===== src/rtl/dma_pkg.sv =====
// dma_pkg: shared types for the DMA burst scheduler and its AXI interface.
// Rev 1.0
`default_nettype none

package dma_pkg;

  localparam int DMA_ADDR_W     = 32;
  localparam int DMA_DATA_BYTES = 64;

  typedef enum logic [2:0] {
    DMA_NO_ERR,
    DMA_AXI_RD_ERR,
    DMA_AXI_WR_ERR,
    DMA_CFG_ERR,
    DMA_ABORT
  } e_dma_err_src_t;

  typedef struct packed {
    logic                  valid;
    e_dma_err_src_t        src;
    logic [DMA_ADDR_W-1:0] addr;
  } s_dma_error_t;

  typedef struct packed {
    logic                      valid;
    logic [DMA_ADDR_W-1:0]     addr;
    logic [7:0]                alen;
    logic [2:0]                size;
    logic [DMA_DATA_BYTES-1:0] strb;
    logic                      half_trans_valid;
  } s_dma_axi_req_t;

  typedef struct packed {
    logic ready;
  } s_dma_axi_resp_t;

  typedef enum logic [2:0] {IDLE, CHECK, RUN, DRAIN, DONE, ERR} e_sched_st_t;

  typedef struct packed {
    logic [DMA_ADDR_W-1:0] addr;
    logic [DMA_ADDR_W-1:0] beats_left;
  } s_burst_gen_t;

endpackage

`default_nettype wire


===== src/rtl/dma_burst_gen.sv =====
// dma_burst_gen: splits one direction of a copy into boundary-safe INCR bursts.
// Rev 1.0
`default_nettype none

module dma_burst_gen
  import dma_pkg::*;
#(
  parameter int ADDR_W     = DMA_ADDR_W,
  parameter int DATA_BYTES = DMA_DATA_BYTES,
  parameter int MAX_BEATS  = 16,
  parameter int BOUNDARY   = 4096
) (
  input  logic              clk,
  input  logic              rst,
  input  logic              start,
  input  logic              kill,
  input  logic [ADDR_W-1:0] start_addr,
  input  logic [ADDR_W-1:0] start_beats,
  output s_dma_axi_req_t    req,
  input  s_dma_axi_resp_t   resp,
  output logic              idle
);

  localparam int             BW    = ADDR_W + 1;
  localparam int             SIZE  = $clog2(DATA_BYTES);
  localparam logic [BW-1:0]  MAX_B = BW'(MAX_BEATS);
  localparam logic [BW-1:0]  BOUND = BW'(BOUNDARY);
  localparam logic [BW-1:0]  DB    = BW'(DATA_BYTES);

  s_burst_gen_t      st;
  logic              run;
  logic              valid;
  logic [BW-1:0]     bnd_beats;
  logic [BW-1:0]     beats;
  logic [BW-1:0]     next_left;
  logic [ADDR_W-1:0] step;

  always_comb begin
    bnd_beats = (BOUND - ({1'b0, st.addr} % BOUND)) / DB;
    beats     = MAX_B;
    if ({1'b0, st.beats_left} < beats) beats = {1'b0, st.beats_left};
    if (bnd_beats < beats)             beats = bnd_beats;
    step      = beats[ADDR_W-1:0] << SIZE;
    next_left = {1'b0, st.beats_left} - beats;
  end

  always_comb begin
    req.valid            = valid;
    req.addr             = st.addr;
    req.alen             = 8'(beats - BW'(1));
    req.size             = 3'(SIZE);
    req.strb             = '1;
    req.half_trans_valid = 1'b0;
  end

  assign idle = !run && !valid;

  // run marks a loaded descriptor; valid rises one cycle after start so the
  // first burst comes from registered addr/beats_left.
  always_ff @(posedge clk) begin
    if (rst) begin
      st    <= '0;
      run   <= 1'b0;
      valid <= 1'b0;
    end else if (kill) begin
      run   <= 1'b0;
      valid <= 1'b0;
    end else if (start) begin
      st.addr       <= start_addr;
      st.beats_left <= start_beats;
      run           <= 1'b1;
      valid         <= 1'b0;
    end else if (valid && resp.ready) begin
      st.addr       <= st.addr + step;
      st.beats_left <= next_left[ADDR_W-1:0];
      if (next_left == '0) begin
        valid <= 1'b0;
        run   <= 1'b0;
      end
    end else if (run) begin
      valid <= 1'b1;
    end
  end

endmodule

`default_nettype wire


===== src/rtl/dma_burst_sched.sv =====
// dma_burst_sched: descriptor FSM, config checks and error latch over two burst generators.
// Rev 1.0
`default_nettype none

module dma_burst_sched
  import dma_pkg::*;
#(
  parameter int ADDR_W     = DMA_ADDR_W,
  parameter int DATA_BYTES = DMA_DATA_BYTES,
  parameter int MAX_BEATS  = 16,
  parameter int BOUNDARY   = 4096
) (
  input  logic              clk,
  input  logic              rst,
  input  logic              desc_valid_i,
  output logic              desc_ready_o,
  input  logic [ADDR_W-1:0] desc_src_i,
  input  logic [ADDR_W-1:0] desc_dst_i,
  input  logic [ADDR_W-1:0] desc_bytes_i,
  output s_dma_axi_req_t    dma_axi_rd_req_o,
  input  s_dma_axi_resp_t   dma_axi_rd_resp_i,
  output s_dma_axi_req_t    dma_axi_wr_req_o,
  input  s_dma_axi_resp_t   dma_axi_wr_resp_i,
  input  logic              axi_pend_txn_i,
  input  s_dma_error_t      axi_dma_err_i,
  output logic              dma_active_o,
  output logic              clear_dma_o,
  output logic              done_o,
  output s_dma_error_t      err_o,
  input  logic              abort_i
);

  localparam int OFS = $clog2(DATA_BYTES);

  e_sched_st_t       state;
  logic [ADDR_W-1:0] src, dst, bytes;
  logic [ADDR_W:0]   src_end, dst_end;
  logic              src_bad, dst_bad, bytes_bad, src_wrap, dst_wrap, cfg_bad;
  logic [ADDR_W-1:0] cfg_addr, beats;
  logic              start, kill, rd_idle, wr_idle;

  // A transfer may end exactly at 2^ADDR_W but must not run past it.
  always_comb begin
    src_bad   = |src[OFS-1:0];
    dst_bad   = |dst[OFS-1:0];
    bytes_bad = (|bytes[OFS-1:0]) || (bytes == '0);
    src_end   = {1'b0, src} + {1'b0, bytes};
    dst_end   = {1'b0, dst} + {1'b0, bytes};
    src_wrap  = src_end[ADDR_W] && (|src_end[ADDR_W-1:0]);
    dst_wrap  = dst_end[ADDR_W] && (|dst_end[ADDR_W-1:0]);
    cfg_bad   = src_bad || dst_bad || bytes_bad || src_wrap || dst_wrap;
    if (src_bad)                     cfg_addr = src;
    else if (dst_bad)                cfg_addr = dst;
    else if (bytes_bad || src_wrap)  cfg_addr = src;
    else                             cfg_addr = dst;
  end

  assign beats = bytes >> OFS;
  assign start = (state == CHECK) && !cfg_bad;
  assign kill  = ((state == RUN) || (state == DRAIN)) && (axi_dma_err_i.valid || abort_i);

  dma_burst_gen #(
    .ADDR_W(ADDR_W), .DATA_BYTES(DATA_BYTES), .MAX_BEATS(MAX_BEATS), .BOUNDARY(BOUNDARY)
  ) u_rd_gen (
    .clk(clk), .rst(rst), .start(start), .kill(kill),
    .start_addr(src), .start_beats(beats),
    .req(dma_axi_rd_req_o), .resp(dma_axi_rd_resp_i), .idle(rd_idle)
  );

  dma_burst_gen #(
    .ADDR_W(ADDR_W), .DATA_BYTES(DATA_BYTES), .MAX_BEATS(MAX_BEATS), .BOUNDARY(BOUNDARY)
  ) u_wr_gen (
    .clk(clk), .rst(rst), .start(start), .kill(kill),
    .start_addr(dst), .start_beats(beats),
    .req(dma_axi_wr_req_o), .resp(dma_axi_wr_resp_i), .idle(wr_idle)
  );

  always_ff @(posedge clk) begin
    if (rst) begin
      state        <= IDLE;
      desc_ready_o <= 1'b0;
      dma_active_o <= 1'b0;
      clear_dma_o  <= 1'b0;
      done_o       <= 1'b0;
      err_o        <= '0;
      src          <= '0;
      dst          <= '0;
      bytes        <= '0;
    end else begin
      clear_dma_o <= 1'b0;
      done_o      <= 1'b0;
      case (state)
        IDLE: begin
          err_o        <= '0;
          desc_ready_o <= 1'b1;
          if (desc_valid_i && desc_ready_o) begin
            src          <= desc_src_i;
            dst          <= desc_dst_i;
            bytes        <= desc_bytes_i;
            desc_ready_o <= 1'b0;
            state        <= CHECK;
          end
        end
        CHECK: begin
          if (cfg_bad) begin
            err_o <= '{valid: 1'b1, src: DMA_CFG_ERR, addr: cfg_addr};
            state <= ERR;
          end else begin
            dma_active_o <= 1'b1;
            state        <= RUN;
          end
        end
        RUN, DRAIN: begin
          if (axi_dma_err_i.valid) begin
            err_o        <= axi_dma_err_i;
            dma_active_o <= 1'b0;
            state        <= ERR;
          end else if (abort_i) begin
            err_o        <= '{valid: 1'b1, src: DMA_ABORT, addr: '0};
            dma_active_o <= 1'b0;
            state        <= ERR;
          end else if (state == RUN) begin
            if (rd_idle && wr_idle) state <= DRAIN;
          end else if (!axi_pend_txn_i) begin
            done_o       <= 1'b1;
            dma_active_o <= 1'b0;
            state        <= DONE;
          end
        end
        DONE: begin
          clear_dma_o  <= 1'b1;
          desc_ready_o <= 1'b1;
          state        <= IDLE;
        end
        ERR: begin
          if (!axi_pend_txn_i) begin
            clear_dma_o  <= 1'b1;
            desc_ready_o <= 1'b1;
            state        <= IDLE;
          end
        end
        default: state <= IDLE;
      endcase
    end
  end

endmodule

`default_nettype wire

===== config.mk =====
export PLATFORM = sky130hd
export DESIGN_NAME = dma_burst_sched
export DESIGN_NICKNAME = d
export VERILOG_FILES = /design/src/rtl/dma_pkg.sv /design/src/rtl/dma_burst_gen.sv /design/src/rtl/dma_burst_sched.sv
export SDC_FILE = /design/constraint.sdc
export NUM_CORES = 1
export LEC_CHECK = 0
export CAP_MARGIN = 20
export CORE_ASPECT_RATIO = 1.25
export CORE_MARGIN = 1
export CORE_UTILIZATION = 56
export CTS_CLUSTER_DIAMETER = 80
export DETAILED_ROUTE_END_ITERATION = 6
export PLACE_DENSITY_LB_ADDON = 0.12
export SETUP_SLACK_MARGIN = 0.1
export SLEW_MARGIN = 25
export SYNTH_ARGS = -nofsm -noshare
export SYNTH_HDL_FRONTEND = slang
export SYNTH_SLANG_ARGS = --single-unit

===== constraint.sdc =====
create_clock -name clk -period 8.97 [get_ports clk]
set_input_delay 1.794 -clock clk [delete_from_list [all_inputs] [get_ports clk]]
set_output_delay 1.794 -clock clk [all_outputs]
set_load 0.01 [all_outputs]

* After elaboration in Yosys (flattened, before gate mapping)
Index checks and enable logic that the tools add are counted.
** Cells by class
- Add/sub/neg operators :: 10
- Multipliers :: 0
- Div/mod/pow operators :: 0
- $lt $le $gt $ge :: 4
- Equal/unequal tests :: 16
- Shifts and indexed selects :: 0
- Mux-type cells :: 45
- Bitwise operators :: 2
- Reduce and logical (&&, ||, !) cells :: 56
** Operators with widths (number)
- $mux 64 :: 4
- $mux 32 :: 7
- $mux 36 :: 3
- $pmux 36 s3 :: 1
- $add 32x32->33 :: 2
- $logic_not 33->1 :: 2
- $sub 32x32->33 :: 2
- $add 32x32->32 :: 2
- $lt 27x32->1 :: 2
- $lt 32x5->1 const B :: 2
- $reduce_or 32->1 :: 2
- $logic_not 32->1 :: 1
- $sub 13x12->14 const A :: 2
- $mux 3 :: 8
- $mux 1 :: 18
- $reduce_or 6->1 :: 3
- $reduce_and 2->1 :: 8
- $sub 8x1->8 const B :: 2
- $reduce_bool 2->1 :: 7
- $ne 2x2->1 const B :: 6
- $pmux 3 s4 :: 1
- $logic_and 1x1->1 :: 10
- $ne 5x5->1 const B :: 2
- $logic_or 1x1->1 :: 8
- other kinds (16) :: 28
** Storage, ports and cells
- Flip-flop bits (word level) :: 271
- Latch bits :: 0
- RAM bits :: 0
- Bits in read-only memories :: 0
- Bits of input ports :: 139
- Memories :: 0

* Longest topological paths before layout
Gate-level depths: netlist (run 1).
- Depth after elaboration :: 9
- Depth in mapped cells :: 29
- Depth with buffers taken out :: 26

* By module
From an unflattened synthesis (run 1), not the netlist that was laid out.
** Unflattened totals
- Cell total of the unflattened synthesis :: 3600
- Area, all modules :: 26277.7 um^2
** By module, submodules not included
- dma_burst_sched :: instances 1, cells an instance 1425, area an instance 10408.7 um^2, seq. area each 2782.7 um^2
- dma_burst_gen at u_rd_gen :: instances 1, cells an instance 1105, area an instance 8051.5 um^2, seq. area each 1321.3 um^2
- dma_burst_gen at u_wr_gen :: instances 1, cells an instance 1070, area an instance 7817.5 um^2, seq. area each 1321.3 um^2

* Worst setup path before layout (run 1)
No wires, ideal clock.
- Path type :: reg-to-reg
- From :: reg u_wr_gen.st, in the netlist u_wr_gen.req[81]
- To :: reg u_wr_gen.run
- Setup time :: 0.132 ns
- Data arrival time :: 6.556 ns
- Data required time :: 8.838 ns
- Path slack :: 2.282 ns
- Cell stages (with the launch flop) :: 28
- Path buffers :: 2
- Clock period less this slack :: 6.688 ns
- Cells stage by stage :: dfxtp_1 > nor4_2 > nand4_1 > nor4_1 > nor2_1 > ha_1 > nand3_1 > or2_2 > or3_1 > clkbuf_1 > nand3_1 > clkbuf_1 > nand3_1 > o31ai_1 > ha_1 > inv_1 > ha_1 > o32ai_1 > o211ai_1 > a21o_1 > o21a_1 > a311oi_1 > xnor2_1 > or3_1 > nor4_1 > o2111ai_1 > nor4_1 > nor4_1
** Between the ends
- Longest elaborated chain between the ends :: 7
** RTL lines
- start, declared :: line dma_burst_gen.sv:30 : s_burst_gen_t st;
- $sub 13x12->14 (*) :: line dma_burst_gen.sv:39 : bnd_beats = (BOUND - ({1'b0, st.addr} % BOUND)) / DB;
- $lt 27x32->1 :: line dma_burst_gen.sv:42 : if (bnd_beats < beats) beats = bnd_beats;
- $mux 32 (*) :: line dma_burst_gen.sv:42
- $sub 32x32->33 (*) :: line dma_burst_gen.sv:44 : next_left = {1'b0, st.beats_left} - beats;
- $logic_not 33->1 (*) :: line dma_burst_gen.sv:76 : if (next_left == '0) begin
- $reduce_bool 2->1 (no line) (*)
- $reduce_and 2->1 (no line) (*)
- end signal, assigned :: line dma_burst_gen.sv:63 : run <= 1'b0;
- end signal, assigned :: line dma_burst_gen.sv:71 : run <= 1'b1;
- end signal, assigned :: line dma_burst_gen.sv:78 : run <= 1'b0;
- end, declared :: line dma_burst_gen.sv:31 : logic run;
Mark *: on every way between the ends. The rest lies on a longest branch, timed or not.
A chain may end at the register's enable or synchronous reset.

==> impl_results.md, run 1 <==
- Met2 Resource Use GR: 63.4%
- Final nets: 3773
- Hold Vio Cnt, Final: 0
- Fill cell count: 3759
- Post-DP HPWL: 67200 um
- Critical Path Max Stage Delay: 0.75 ns
- TritonCTS Sinks: 271
- Chip width: 188 um
- Register area share after synthesis: 22.4%
- CP max stage cell: or4_1
- Initial antenna violation count: 0
- IO Count: 397
- Gate power share: 68.2%
- Crit path required time: 7.18 ns
- Multi-input logic area: 17200 um^2
- Inserted Clock Buffers: 30
- Post-Route WL: 88800 um
- Cell Rows: 84
- CTS H-Tree Depth: 1
- Post-CTS Resized: 0
- TritonRoute pass-1 iters: 5
- Final count of pins violating max slew: 0
- Pin count of the biggest net entering global routing: 111
- Peak VDD IR: 0.452 mV
- Met1 usage: 47.3%
- CP max FO: 11
- Total GRT Usage: 38.7%
- GRT overflow: 0
- Post-synthesis async set-or-reset flop share: 0%
- Core Region: 42400 um^2
- Crit path capture type: primary output
- Syn. warnings: 0
- Worst Skew: 0.0229 ns
- Seq cells post-synth: 271
- Switch share: 50.7%
- Clk slew on worst S/H paths: 0.06 ns
- Period minus WS final: 7.75 ns
- Final setup viols: 0
- Post-CTS setup buffer count: 0
- Fmax: 129 MHz
- Layout area overhead: 13.4%
- Unique masters post-synth: 101
- M3 GR Usage: 5.46%
- Hold slack: 0.464 ns
- Final ANT Viol Nets: 0
- Status: complete, no violations
- Clock buffer depth: 3
- Root buf cell: clkbuf_16
- DRT iter0 DRCs: 2255
- Syn Area/Cell: 7.34 um^2
- Setup TNS: 0 ns
- DRC errors left: 0
- Slew of the pin with the lowest slew margin: 1.15 ns
- Initial core utilization: 57.2%
- Startpoint Class: flop
- Final period util: 86.4%
- First-pass GRT wire length: 134000 um
- Vias in the first global route: 23700
- Ys flop type: dfxtp_1
- Leakage: 11.3 nW
- Clock power frac: 12.9%
- Power per cell area: 366 nW/um^2
- Number of synthesized flops with an enable pin: 0
- Die Span Y: 235 um
- CTS tree: built
- Crit path kind: reg -> out
- Total of max-cap violations: 0
- CP Data Arrival Time: 5.95 ns
- Total die area: 44100 um^2
- Reg power frac: 18.8%
- NetSw: 5.10 mW
- IO Port Bufs: 260
- Cell count after synthesis: 3298
- CTS Hold Bufs: 0
- Gpl congestion: 1.01
- Via-to-Cell Ratio: 6.32
- Routed length per instance: 22.0 um
- Max-slew headroom: 23.2%
- GRT busiest layer: met2
- Via count: 25600
- Layout cells sized above 1: 4.16%
- Skew-Pair Late Insertion Delay: 0.60 ns
- CP Cell Sequence: or4_1, o31ai_1, nand2_1, inv_1, ha_1, a21o_1, a21oi_1, and2_1, o21ai_4, o31ai_1, inv_1, ha_1, nand2_1, mux2i_1, clkdlybuf4s50_1
- RSZ-0062 raised after global routing: false
- Internal power: 4.96 mW
- FF+latch area: 5430 um^2
- Syn Std Cell Area: 24200 um^2
- Hold WC Path Type: reg -> reg
-- layout by cell type (no fill, tap or decap), types with 47 or more instances in the layout --
cell / netlist / layout
o21ai_0: 144 / 144
o21a_1: 64 / 64
nand3_1: 67 / 65
nor2_1: 274 / 274
inv_1: 78 / 78
xnor2_1: 83 / 83
dfxtp_1: 271 / 271
nand2_1: 441 / 441
xor2_1: 47 / 47
nor3_1: 65 / 63
a311oi_1: 47 / 47
conb_1: 2 / 226
a21oi_1: 353 / 352
a21o_1: 80 / 80
ha_1: 172 / 172
clkdlybuf4s50_1: 0 / 259
a211oi_1: 68 / 68
-- final timing paths --
check,startpoint,end,slack (ns),depth (start not counted)
max,u_rd_gen.req[81],dma_axi_rd_req_o[74],1.22,15
min,err_o[34],err_o[34],0.46,2
max reg2reg,u_wr_gen.req[81],u_wr_gen.run,1.64,25
min reg2reg,err_o[34],err_o[34],0.46,2
-- routing by layer --
metal | share of wire [%] | up-vias | wire length [um]
met5 | 0 | - | 0
met1 | 39 | 12100 | 34800
li1 | - | 11900 | -
met4 | 7.4 | 0 | 6600
met2 | 45 | 1271 | 40100
met3 | 8.3 | 298 | 7350
-- logic make-up (layout without fill, tap and decap cells) --
logic type	Yosys count	after routing	synth area share [%]
mux	37	37	1.56
compound gates	1058	1058	29.0
fa+ha+maj	178	178	9.22
simple gates	1164	1164	22.7
xor+xnor	131	131	4.80
flops	271	271	22.4
other cells	2	227	0.0310
buf+inv	457	419	10.4
-- registers in the layout, summed over array words and instances (netlist names), 3 cells and up --
signal        count
u_wr_gen.st      32
state             3
err_o            36
dst              32
src              32
u_rd_gen.req     32
u_rd_gen.st      32
bytes            32
u_wr_gen.req     32
-- through the flow --
step / std cells / setup WS [ns] / cell area, um^2 / power [mW] / utilization [%]
2_1_floorplan: 3522 / 2.28 / 25100 / 6.62 / -
3_3_place_gp: 3985 / 1.88 / 26400 / 8.46 / 62.3
3_5_place_dp: 3985 / 1.70 / 26400 / 8.57 / 62.3
4_1_cts: 4041 / 1.33 / 27400 / 9.90 / 64.7
5_1_grt: 4043 / 0.922 / 27500 / 10.7 / 64.8
6_report: 4044 / 1.22 / 27500 / 10.1 / 64.8
-- critical path, delay by kind of cell, from the launching register on --
family,cells,cell delay [ns]
compound gates,5,1.90
simple gates,4,1.49
buf+inv,3,0.92
fa+ha+maj,2,0.56
flops,1,0.32
mux,1,0.18
-- power by group through the flow --
stage	combinational (mW)	sequential, mW	clock (mW)
5_1_grt	7.45	1.91	1.35
4_1_cts	6.72	1.87	1.31
3_5_place_dp	6.67	1.90	0
3_3_place_gp	6.57	1.89	0
2_1_floorplan	4.94	1.68	0
6_report	6.86	1.90	1.30
-- cell usage after synthesis, types with 8 or more instances --
library cell  count  area share [%]
a211oi_1         68             2.1
a31oi_1          34            0.88
and3_1           34            0.88
o22ai_1          18            0.46
a211o_1          15            0.54
dfxtp_1         271              22
nand2_1         441             6.8
nor4_1           41             1.1
nor3_1           65             1.3
ha_1            172             8.9
o31ai_1          20            0.62
buf_4           204             6.3
nand2b_1         32            0.83
a2111oi_0        13            0.47
a21o_1           80             2.5
clkbuf_1        142             2.2
o211a_1          12            0.50
xor2_1           47             1.7
a221oi_1          9            0.33
o211ai_1         30            0.93
or4_1            10            0.31
o2111ai_1         8            0.29
o21ai_0         144             3.0
nor2b_1          34            0.88
nand3_1          67             1.4
and2_1           22            0.57
nor3b_1          28            0.87
and4_1            9            0.33
mux2i_1          31             1.3
o21ai_1           9            0.19
or2_2            14            0.36
a21oi_1         353             7.3
inv_1            78             1.2
o21bai_1         22            0.68
a21boi_0         11            0.34
o21a_1           64             2.0
buf_1            11            0.17
buf_2            18            0.37
o32ai_1           9            0.33
a311oi_1         47             1.7
xnor2_1          83             3.0
nor2_1          274             4.2
nand4_1          36            0.93
or3_1            23            0.59
-- layout make-up --
cell class	count	area share, %
diodes	1	0.00911
clock buffers	40	3.06
clock inverters	16	0.638
inverters	78	1.07
multi-input cells	2794	62.6
flip-flops and latches	271	19.8
well taps	559	2.55
repair buffers	285	10.4
Note: power is estimated with default switching activity, not from simulation.
==> inputs of run 2 (changes only) <==
--- a/config.mk
+++ b/config.mk
@@ -11,9 +11,9 @@
 export CORE_UTILIZATION = 56
 export CTS_CLUSTER_DIAMETER = 80
 export DETAILED_ROUTE_END_ITERATION = 6
-export PLACE_DENSITY_LB_ADDON = 0.12
+export PLACE_DENSITY = 0.87
 export SETUP_SLACK_MARGIN = 0.1
-export SLEW_MARGIN = 25
+export SLEW_MARGIN = 20
 export SYNTH_ARGS = -nofsm -noshare
 export SYNTH_HDL_FRONTEND = slang
 export SYNTH_SLANG_ARGS = --single-unit
==> run 2 against run 1 <==
Against the previous run: fmax grew 3.0%; utilization is essentially flat; count of clock-buffer cells in the layout shrank 2; sequential share of layout area is essentially flat; non-clock buffer count grew 1; cell count is essentially flat; total power shrank 0.42%; setup slack gained 0.23 ns; sequential cell count is the same; largest cell class unchanged; highest routed layer unchanged.
==> impl_results.md, run 2 (synthesis gave the netlist of run 1 again) <==
- Post-CTS Resized: 0
- CP Buf/Inv Count: 3
- Cell Rows: 84
- Reg power frac: 18.7%
- Via-to-Cell Ratio: 6.29
- Post-CTS setup buffer count: 0
- Switch share: 50.1%
- Initial core utilization: 57.2%
- Inserted Clock Buffers: 30
- RSZ-0062 raised after global routing: false
- Internal power: 5.00 mW
- Startpoint Class: flop
- Top reg by flops: err_o
- Period minus WS final: 7.52 ns
- Fmax: 133 MHz
- Layout area overhead: 13.4%
- Final ANT Viol Nets: 0
- CP Cell Sequence: or4_1, o31ai_1, nand2_1, inv_1, ha_1, a21o_1, a21oi_1, and2_1, a21oi_1, a21oi_2, inv_1, nor3_1, nand3_1, xor2_1, clkdlybuf4s50_1
- Power per cell area: 365 nW/um^2
- Final count of pins violating max slew: 0
- Slew of the pin with the lowest slew margin: 1.15 ns
- Chip width: 188 um
- Leakage: 11.3 nW
- Initial antenna violation count: 1
- GRT overflow: 0
- Final setup viols: 0
- Clk slew on worst S/H paths: 0.06 ns
- Max-slew headroom: 23.6%
- CP top delay family: simple AND/OR/NAND/NOR gates
- Crit path kind: reg -> out
- Core Region: 42400 um^2
- Crit path capture type: primary output
- Die Span Y: 235 um
- Clock buffer depth: 3
- Routed length per instance: 21.0 um
- CP Data Arrival Time: 5.73 ns
- NetSw: 5.02 mW
- Hold Vio Cnt, Final: 0
- CP max stage cell: or4_1
- First-pass GRT wire length: 129000 um
- CTS Hold Bufs: 0
- Max reg flops: 36
- Crit path required time: 7.18 ns
- Gpl congestion: 1.06
- Most frequent cells in the layout: nand2_1, a21oi_1, nor2_1
- TritonRoute pass-1 iters: 6
- Hold WC Path Type: reg -> reg
- Pin count of the biggest net entering global routing: 98
- Vias in the first global route: 23200
- Clock power frac: 13.5%
- TritonCTS Sinks: 271
- Final period util: 83.8%
- Root buf cell: clkbuf_16
- Skew-Pair Late Insertion Delay: 0.59 ns
- IO Count: 397
- Most common cell after layout, fill and taps aside: nand2_1
- Total GRT Usage: 37.1%
- CTS H-Tree Depth: 1
- Post-DP HPWL: 64100 um
- Status: complete, no violations
- DRC errors left: 0
- Setup TNS: 0 ns
- Critical Path Max Stage Delay: 0.74 ns
- Post-Route WL: 85000 um
- Total of max-cap violations: 0
- Final nets: 3774
- Total die area: 44100 um^2
- CTS tree: built
- CP max FO: 11
- Layout cells sized above 1: 4.25%
- Via count: 25400
- Gate power share: 67.8%
- N_diodes: 0
- Worst Skew: 0.0135 ns
- IO Port Bufs: 260
- DRT iter0 DRCs: 2170
- Peak VDD IR: 0.453 mV
- Utilization after layout: 64.8%
run 2: cell count changes in the layout (fill, tap and decap cells not counted), moves of 2 or more:
cell	previous run	this run
buf_16	2	0
clkbuf_1	6	4
nor2_2	0	2
buf_4	22	26
bufinv_16	3	5
nor2_1	274	272
clkinv_2	6	2
run 2: tightest hold or removal path, delay by kind of cell, from the launching register on:
kind,cells,cell delay [ns]
AND/OR/NAND/NOR,1,0.05
AO/OA/AOI/OAI,1,0.05
flip-flops,1,0.31
run 2: cell type report:
cell class | instances | area, um^2
fillers | 3761 | 14900
repair buffers | 286 | 2800
well taps | 559 | 699
clock buffers | 38 | 832
inverters | 78 | 293
clock inverters | 15 | 224
flip-flops and latches | 271 | 5430
multi-input cells | 2794 | 17200
run 2: power by group through the flow:
| stage | Sequential [mW] | Clock, mW | Combinational, mW |
|---|---|---|---|
| finish | 1.88 | 1.35 | 6.79 |
| global route | 1.89 | 1.40 | 7.40 |
| CTS | 1.86 | 1.35 | 6.66 |
| detailed placement | 1.88 | 0 | 6.61 |
| global placement | 1.87 | 0 | 6.58 |
| floorplan | 1.68 | 0 | 4.94 |
run 2: final timing paths:
path / slack [ns] / endpoint / start / cells after the start
worst min-delay path: 0.46 / err_o[34] / err_o[34] / 2
worst min register to register: 0.46 / err_o[34] / err_o[34] / 2
worst max-delay path: 1.45 / dma_axi_rd_req_o[73] / u_rd_gen.req[81] / 15
worst max register to register: 1.78 / u_wr_gen.run / u_wr_gen.req[81] / 25
run 2: layer usage:
| metal | vias to the layer above | GRT usage (%) | part of all wire (%) |
|---|---|---|---|
| met2 | 1337 | 61.2 | 45 |
| met1 | 11800 | 43.6 | 38 |
| met3 | 319 | 6.47 | 9.0 |
| li1 | 11900 | - | - |
| met4 | 0 | 27.2 | 8.2 |
| met5 | - | 0 | 0 |
run 2: metrics by stage:
stage	instances	hold slack (ns)	setup slack [ns]	power, mW	instance area (um^2)
final	4041	0.462	1.45	10.0	27500
after CTS	4041	0.462	1.50	9.87	27500
after floorplan	3522	0.449	2.28	6.62	25100
after global placement	3988	0.439	2.11	8.45	26400
after detailed placement	3988	0.453	1.94	8.49	26400
after global routing	4041	0.483	1.06	10.7	27500
